### src/rtl/rsa_job_arbiter.sv
// rsa_job_arbiter: round-robin sharing of one modexp engine among NUM_REQ requesters with watchdog and valid/ready result return
module rsa_job_arbiter #(
  parameter int WIDTH = 64,
  parameter int E_BITS = 64,
  parameter int NUM_REQ = 4,
  parameter int TIMEOUT = 65535
) (
  input  logic                          clk,
  input  logic                          rst_n,
  input  logic [NUM_REQ-1:0]            req,
  input  logic [NUM_REQ*WIDTH-1:0]      req_m,
  input  logic [NUM_REQ*E_BITS-1:0]     req_e,
  input  logic [NUM_REQ*WIDTH-1:0]      req_n,
  input  logic [NUM_REQ*WIDTH-1:0]      req_ninv,
  input  logic [NUM_REQ*WIDTH-1:0]      req_r2,
  output logic [NUM_REQ-1:0]            gnt,
  output logic [NUM_REQ-1:0]            rsp_valid,
  input  logic [NUM_REQ-1:0]            rsp_ready,
  output logic [WIDTH-1:0]              rsp_c,
  output logic                          rsp_err,
  output logic                          eng_rst,
  output logic                          eng_start,
  output logic [WIDTH-1:0]              eng_m,
  output logic [WIDTH-1:0]              eng_n,
  output logic [WIDTH-1:0]              eng_ninv,
  output logic [WIDTH-1:0]              eng_r2,
  output logic [E_BITS-1:0]             eng_e,
  input  logic [WIDTH-1:0]              eng_c,
  input  logic                          eng_done,
  output logic                          busy,
  output logic [$clog2(NUM_REQ)-1:0]    owner
);
  localparam int OW = $clog2(NUM_REQ);
  localparam logic [19:0] TO = 20'(TIMEOUT);
  localparam logic [NUM_REQ-1:0] ONE = NUM_REQ'(1);
  typedef enum logic [1:0] {IDLE, START, WAIT, RESP} state_t;
  state_t state, state_nx;
  logic [OW-1:0] ptr, win, idx;
  logic found, done_ok, tmo;
  logic [19:0] cnt;
  always_comb begin
    win = '0;
    idx = '0;
    found = 1'b0;
    for (int k = 0; k < NUM_REQ; k++) begin
      idx = OW'((int'(ptr) + k) % NUM_REQ);
      if (!found && req[idx]) begin
        found = 1'b1;
        win = idx;
      end
    end
  end
  always_comb begin
    done_ok = state == WAIT && cnt != '0 && eng_done;
    tmo = state == WAIT && !done_ok && cnt == TO - 20'd1;
    state_nx = state == IDLE  ? (found ? START : IDLE)
             : state == START ? WAIT
             : state == WAIT  ? (done_ok || tmo ? RESP : WAIT)
             : (rsp_ready[owner] ? IDLE : RESP);
    gnt = state == START ? ONE << owner : '0;
    rsp_valid = state == RESP ? ONE << owner : '0;
    eng_start = state == START;
    busy = state != IDLE;
  end
  always_ff @(posedge clk or negedge rst_n)
    if (!rst_n) state <= IDLE;
    else state <= state_nx;
  always_ff @(posedge clk or negedge rst_n)
    if (!rst_n) begin
      ptr <= '0;
      owner <= '0;
      cnt <= '0;
      rsp_c <= '0;
      rsp_err <= 1'b0;
      eng_rst <= 1'b1;
      eng_m <= '0;
      eng_e <= '0;
      eng_n <= '0;
      eng_ninv <= '0;
      eng_r2 <= '0;
    end else begin
      eng_rst <= tmo;
      cnt <= state == WAIT ? cnt + 20'd1 : '0;
      if (state == IDLE && found) begin
        owner <= win;
        ptr <= win == OW'(NUM_REQ - 1) ? '0 : win + 1'b1;
        eng_m <= req_m[int'(win)*WIDTH +: WIDTH];
        eng_e <= req_e[int'(win)*E_BITS +: E_BITS];
        eng_n <= req_n[int'(win)*WIDTH +: WIDTH];
        eng_ninv <= req_ninv[int'(win)*WIDTH +: WIDTH];
        eng_r2 <= req_r2[int'(win)*WIDTH +: WIDTH];
      end
      if (done_ok) begin
        rsp_c <= eng_c;
        rsp_err <= 1'b0;
      end
      if (tmo) begin
        rsp_c <= '0;
        rsp_err <= 1'b1;
      end
    end
endmodule
### config.mk
export PLATFORM = sky130hd
export DESIGN_NAME = rsa_job_arbiter
export DESIGN_NICKNAME = d
export VERILOG_FILES = /design/src/rtl/rsa_job_arbiter.sv
export SDC_FILE = /design/constraint.sdc
export NUM_CORES = 1
export LEC_CHECK = 0
export ABC_AREA = 1
export CAP_MARGIN = 20
export CORE_AREA = 5 5 684 686
export CTS_BUF_LIST = sky130_fd_sc_hd__clkbuf_8
export DETAILED_ROUTE_END_ITERATION = 8
export DIE_AREA = 0 0 689 691
export RECOVER_POWER = 50
export SETUP_SLACK_MARGIN = 0.1
export SYNTH_ARGS = -nofsm -noshare
export SYNTH_HDL_FRONTEND = slang
export SYNTH_SLANG_ARGS = --single-unit
### constraint.sdc
create_clock -name clk -period 4 [get_ports clk]
set_input_delay 0.8 -clock clk [delete_from_list [all_inputs] [get_ports clk]]
set_output_delay 0.8 -clock clk [all_outputs]
set_load 0.01 [all_outputs]
==> results of run 1 <==
==> power groups by stage <==
stage | clock [uW] | combinational [uW] | sequential, uW
floorplan | 0 | 18900 | 8170
global placement | 0 | 42700 | 7540
detailed placement | 0 | 42700 | 7550
CTS | 6060 | 42900 | 7560
global route | 6180 | 45400 | 7770
finish | 5650 | 41600 | 7530
==> per-layer routing <==
| layer | share of wire (%) | wire length (um) |
|---|---|---|
| met1 | 39 | 128000 |
| met2 | 48 | 155000 |
| met3 | 9.2 | 30100 |
| met4 | 3.6 | 11900 |
| met5 | 0.13 | 428 |
==> layout make-up <==
cell class                      instances  area (um2)  share of cell area (%)
Clock buffer                          124        1710                    3.08
Antenna cell                           49         123                   0.221
Timing Repair Buffer                 2040       20400                    36.9
Multi-Input combinational cell       3250       14500                    26.2
Tap cell                             6174        7720                    14.0
Inverter                               45         179                   0.323
Sequential cell                       412       10300                    18.6
Clock inverter                         49         384                   0.694
==> path summary, 6_finish.rpt <==
| path | from | to | slack [ns] |
|---|---|---|---|
| worst max-delay path | ptr[1] | eng_n[51] | 0.54 |
| worst min-delay path | eng_c[56] | rsp_c[56] | 0.44 |
| worst max register to register | ptr[1] | eng_n[51] | 0.54 |
| worst min register to register | eng_e[55] | eng_e[55] | 0.47 |
| max in group asynchronous | rst_n | eng_rst | 0.56 |
| min in group asynchronous | rst_n | rsp_err | 1.03 |
==> metrics by stage <==
stage | area, um2 | hold slack [ns] | util [%]
finish | 55400 | 0.437 | 12.0
global route | 55300 | 0.305 | 12.0
detailed placement | 53300 | 0.464 | 11.6
global placement | 53300 | 0.461 | 11.6
floorplan | 26700 | 0.454 | -
CTS | 55400 | 0.217 | 12.0
==> worst register-to-register path, delay by kind of cell, from the launching register on <==
kind                   cells  cell delay (ns)
buffers and inverters      4             1.11
flip-flops                 1             0.74
AND/OR/NAND/NOR           11             1.44
==> cell usage after synthesis, types with 4 or more instances <==
master / instances
nor3_1: 4
nand3_1: 1679
clkbuf_1: 93
o21ai_0: 12
buf_1: 12
nand4_1: 7
buf_2: 252
nand2_1: 1472
a21oi_1: 18
dfrtp_1: 411
buf_4: 20
nor2_1: 38
inv_1: 41
==> cells by family after synthesis <==
kind of cell | count (synthesis) | share of synthesized area (%)
AO/OA/AOI/OAI | 40 | 0.847
AND/OR/NAND/NOR | 3207 | 53.1
buffers and inverters | 422 | 7.39
flip-flops | 412 | 38.6
adder cells (fa/ha/maj) | 3 | 0.140
==> registers in the layout, indices dropped and copies added (netlist names), 2 cells and up, named ones only <==
name and cells:
state 2, eng_n 64, cnt 20, eng_e 64
owner 2, eng_r2 64, eng_ninv 64, eng_m 64
rsp_c 64
==> reports/results.ini, run 1 <==
[status]
status = complete, but fails checks
violations = max-capacitance violations, max-slew violations

[cts]
ctsLongestPathBuffers = 4
cts_sinks = 412
root_buffer = clkbuf_8
post_cts_buffers = 0
clock_latency_ns = 0.92
cts_tree = yes
cts_hold_buf = 1
htree_num_levels = 3
cts_buffers = 96
ctsResizeCount = 0
clkTransAtPathRegs_ns = 0.06

[worst_setup_path]
crit_type = flip-flop to flip-flop
end_kind = flip-flop
crit_buf_inv = 4
cp-start-kind = flip-flop
crit_fanout = 38
max_stage_delay_ns = 0.74
arrival_ns = 4.21
ff2ff_path_depth = 15
cp_slowest_cell = dfrtp_1
cp.depth = 15
crit_family = simple AND/OR/NAND/NOR gates
cp_common_cell = nand2_1
cp.required_ns = 4.75
critical_path.cell_chain = inv_1 > nand2_1 > nand2_1 > nand2_1 > nand2_2 > nor2_4 > nand4_1 > buf_4 > nand2_4 > buf_12 > buf_12 > nand2_1 > nand3_1 > nand3_1 > nand2_1

[grt]
grt_max_degree = 76
antenna_found_initial = 206
grt_pass1_vias = 38327
overflow = 0
grt_usage_pct = 13.0
busiest_layer = met2
grt_pass1_wl_mm = 408
use_met1_pct = 15.4
gr-usage-met3_pct = 4.32
met2_usage_pct = 22.5

[sta]
skew_ns = 0.116
finalHoldViolCount = 0
grt_setup_unrepaired = false
worst_slack_ns = 0.537
period_needed_ns = 3.46
min_period_over_period_pct = 86.6
tightestPinTransition_ns = 2.08
max_freq_mhz = 289
tns_ns = 0
slew_headroom_pct = -38.7
setup_viol = 0
drv_slew = 124

[finish]
areaGrowthSynthToFinish_pct = 107
final_cell_mix = nand3_1, clkdlybuf4s50_1, nand2_1
nFillCells = 53512
nNetsFinal = 7203
final_common_cell = nand3_1
drive_above_1_share_pct = 7.47
layout.cells.non_filler = 12143

[flow_run]
max_cap_viol_count = 2

[routing]
first_pass_iters = 6
vias = 38885
drc = 0
wire_per_inst_um = 26.8
drtIter0Drc = 3741
ant_nets = 0
routed_via_density = 3.20
wirelength_mm = 326

[die]
start_util_pct = 5.79
rows = 250
dieArea_mm2 = 0.476
ios = 1753
dieHeight_um = 691
die_w_um = 689
core_area_mm2 = 0.461

[logic_synthesis]
synth-seq-cells = 412
yosysSeqAreaShare_pct = 38.6
ys_async_sr_fraction_pct = 100
synth_top_cell_area_share_pct = 38.5
ys.warnings.count = 0
netlist_instances = 4084
synth_cell_types = 27
yosysTopAreaCell = dfrtp_1
synth_area_leaders = dfrtp_1, nand3_1, nand2_1, buf_2, clkbuf_1
synth_fp_nets = 5442
synth_edf_count = 0
synth_ff_type = dfrtp_1
syn_area_per_cell_um2 = 6.55
syn_area_mm2 = 0.0267

[worst_hold_path]
holdPathStages = 3
hp-class = input pin to flip-flop

[power]
seq_power_share_pct = 13.7
swShare_pct = 55.9
p_switching_uw = 30600
p_clk_share_pct = 10.3
power_density_mw_per_mm2 = 989
p_total_uw = 54800
p_leak_uw = 0.0226
p_comb_share_pct = 75.9
internal_power_uw = 24100
ir_drop_mv = 0.618

[place]
dp_hpwl_mm = 284
place_ws_ns = 0.381
port_buffers = 1752
gp_congestion = 0.987
place_inst = 11920

Power figures use the tool's default switching activity.
==> run 2, diff against run 1 <==
--- a/config.mk
+++ b/config.mk
@@ -7,12 +7,13 @@
 export LEC_CHECK = 0
 export ABC_AREA = 1
 export CAP_MARGIN = 20
-export CORE_AREA = 5 5 684 686
+export CORE_AREA = 5 5 690 692
 export CTS_BUF_LIST = sky130_fd_sc_hd__clkbuf_8
 export DETAILED_ROUTE_END_ITERATION = 8
-export DIE_AREA = 0 0 689 691
+export DIE_AREA = 0 0 695 697
 export RECOVER_POWER = 50
 export SETUP_SLACK_MARGIN = 0.1
+export SLEW_MARGIN = 20
 export SYNTH_ARGS = -nofsm -noshare
 export SYNTH_HDL_FRONTEND = slang
 export SYNTH_SLANG_ARGS = --single-unit
==> constraint.sdc (replaced) <==
create_clock -name clk -period 3.7 [get_ports clk]
set_input_delay 0.74 -clock clk [delete_from_list [all_inputs] [get_ports clk]]
set_output_delay 0.74 -clock clk [all_outputs]
set_load 0.01 [all_outputs]
==> reports/results.ini, run 2 (synthesis results as in run 1) <==
[power]
power_density_mw_per_mm2 = 1080  ; +9.3%
p_total_uw = 60400  ; +10%
p_leak_uw = 0.0228  ; +0.95%
ir_drop_mv = 0.528  ; -14%

[grt]
grt_max_degree = 75  ; -1.3%
grt_pass1_vias = 38640  ; +0.82%
grt_pass1_wl_mm = 419  ; +2.7%
overflow = 0  ; unchanged
grt_usage_pct = 13.2  ; +0.17 points
antenna_found_initial = 223  ; +8.3%

[routing]
wire_per_inst_um = 27.4  ; +2.0%
vias = 39315  ; +1.1%
ant_nets = 0  ; unchanged
drc = 0  ; unchanged
wirelength_mm = 336  ; +3.0%
first_pass_iters = 7  ; +1
routed_via_density = 3.21  ; +0.17%
drtIter0Drc = 3564  ; -4.7%

[cts]
clock_latency_ns = 0.94  ; +0.02 ns
cts_hold_buf = 1  ; unchanged
htree_num_levels = 3  ; unchanged
root_buffer = clkbuf_8
ctsLongestPathBuffers = 4  ; unchanged
cts_buffers = 97  ; +1.0%
cts_tree = yes
cts_sinks = 412  ; unchanged
ctsResizeCount = 0  ; unchanged
post_cts_buffers = 0  ; unchanged
clkTransAtPathRegs_ns = 0.07  ; about the same

[die]
dieHeight_um = 697  ; +0.87%
dieArea_mm2 = 0.484  ; +1.7%
die_w_um = 695  ; +0.87%
start_util_pct = 5.69  ; -0.10 points
ios = 1753  ; unchanged
core_area_mm2 = 0.469  ; +1.8%
rows = 252  ; +0.80%

[sta]
setup_viol = 0  ; unchanged
max_freq_mhz = 300  ; +4.0%
skew_ns = 0.115  ; -0.00131 ns
fin_hold_ws_ns = 0.368  ; -0.0692 ns
finalHoldViolCount = 0  ; unchanged
tightestPinTransition_ns = 1.67  ; -0.409 ns
drv_slew = 24  ; -81%
slew_headroom_pct = -11.4  ; +27 points
worst_slack_ns = 0.371  ; -0.166 ns
period_needed_ns = 3.33  ; -0.134 ns
grt_setup_unrepaired = false
min_period_over_period_pct = 90.0  ; +3.4 points

[worst_setup_path]
arrival_ns = 4.10  ; -0.11 ns
cp-start-kind = flip-flop
ff2ff_path_depth = 13  ; -2
end_kind = flip-flop
cp.required_ns = 4.47  ; -0.28 ns
crit_fanout = 28  ; -26%
crit_type = flip-flop to flip-flop
reg2reg_slack_ns = 0.37  ; -0.17 ns

[place]
place_inst = 12025  ; +0.88%
port_buffers = 1752  ; unchanged
place_ws_ns = -0.195  ; -0.576 ns
gp_congestion = 0.970  ; -1.8%
dp_hpwl_mm = 294  ; +3.8%

[finish]
drive_above_1_share_pct = 8.09  ; +0.63 points
nFillCells = 54430  ; +1.7%
final_cell_mix = nand3_1, clkdlybuf4s50_1, nand2_1
nNetsFinal = 7260  ; +0.79%
seqCellArea_mm2 = 0.0103  ; unchanged
layout.cells.non_filler = 12257  ; +0.94%
final_common_cell = nand3_1
utilization_pct = 11.9  ; -0.11 points
areaGrowthSynthToFinish_pct = 109
multi_input_area_mm2 = 0.0145  ; about the same

[flow_run]
max_cap_viol_count = 1  ; -1

[status]
status = complete, but fails checks
violations = max-capacitance violations, max-slew violations

[worst_hold_path]
holdPathStages = 3  ; unchanged
hp-class = input pin to flip-flop

[run 2: cell count changes in the layout (fill, tap and decap cells not counted), sizes merged]
| cell | before | now |
|---|---|---|
| buf | 265 | 318 |
| clkdlybuf4s50 | 1641 | 1643 |
| inv | 68 | 69 |
| clkbuf | 155 | 165 |
| dlygate4sd3 | 103 | 94 |
| bufinv | 5 | 8 |
| diode | 49 | 65 |
| clkinv | 18 | 7 |
[run 2: area by class of cell]
class	count	share of cell area, %
diodes	65	0.291
clock buffers	124	3.06
clock inverters	42	0.717
inverters	45	0.320
multi-input cells	3250	25.9
flip-flops and latches	412	18.5
well taps	6223	13.9
repair buffers	2096	37.3
[run 2: path summary, 6_finish.rpt]
| check | startpoint | end |
|---|---|---|
| max | flip-flop | eng_m[35] |
| min | eng_c[15] | rsp_c[15] |
| max reg2reg | flip-flop | eng_m[35] |
| min reg2reg | eng_e[33] | eng_e[33] |
| max in group asynchronous | rst_n | eng_m[33] |
| min in group asynchronous | rst_n | rsp_c[60] |
[run 2: critical path: stages, from the launching register on]
cell and delay (ns):
dfrtp_1 0.58, inv_4 0.10, nand2_1 0.07, nand2_1 0.11, nand2_1 0.12, nand2_2 0.08
nor2_4 0.11, nand2_1 0.25, o21ai_4 0.31, clkbuf_2 0.66, buf_12 0.29, buf_4 0.20
nand2_1 0.06, nand2_1 0.07
[run 2: report_power, final]
group | total, uW | switching [uW] | internal (uW)
Sequential | 8340 | 1570 | 6770
Clock | 6290 | 2750 | 3540
Combinational | 45700 | 28800 | 16900
[run 2: through the flow]
stage / instance area [um2] / setup TNS [ns]
6_report: 55800 / 0
5_1_grt: 55800 / 0
4_1_cts: 55900 / 0
3_5_place_dp: 53700 / -0.727
3_3_place_gp: 53700 / -1.46
2_1_floorplan: 26700 / 0
[run 2: metal layers]
| metal | GRT usage [%] | vias to the layer above | wire length [um] |
|---|---|---|---|
| met3 | 4.41 | 612 | 30700 |
| li1 | - | 17443 | - |
| met5 | 0 | - | 462 |
| met4 | 4.05 | 68 | 11900 |
| met1 | 15.3 | 18825 | 130000 |
| met2 | 22.8 | 2367 | 162000 |
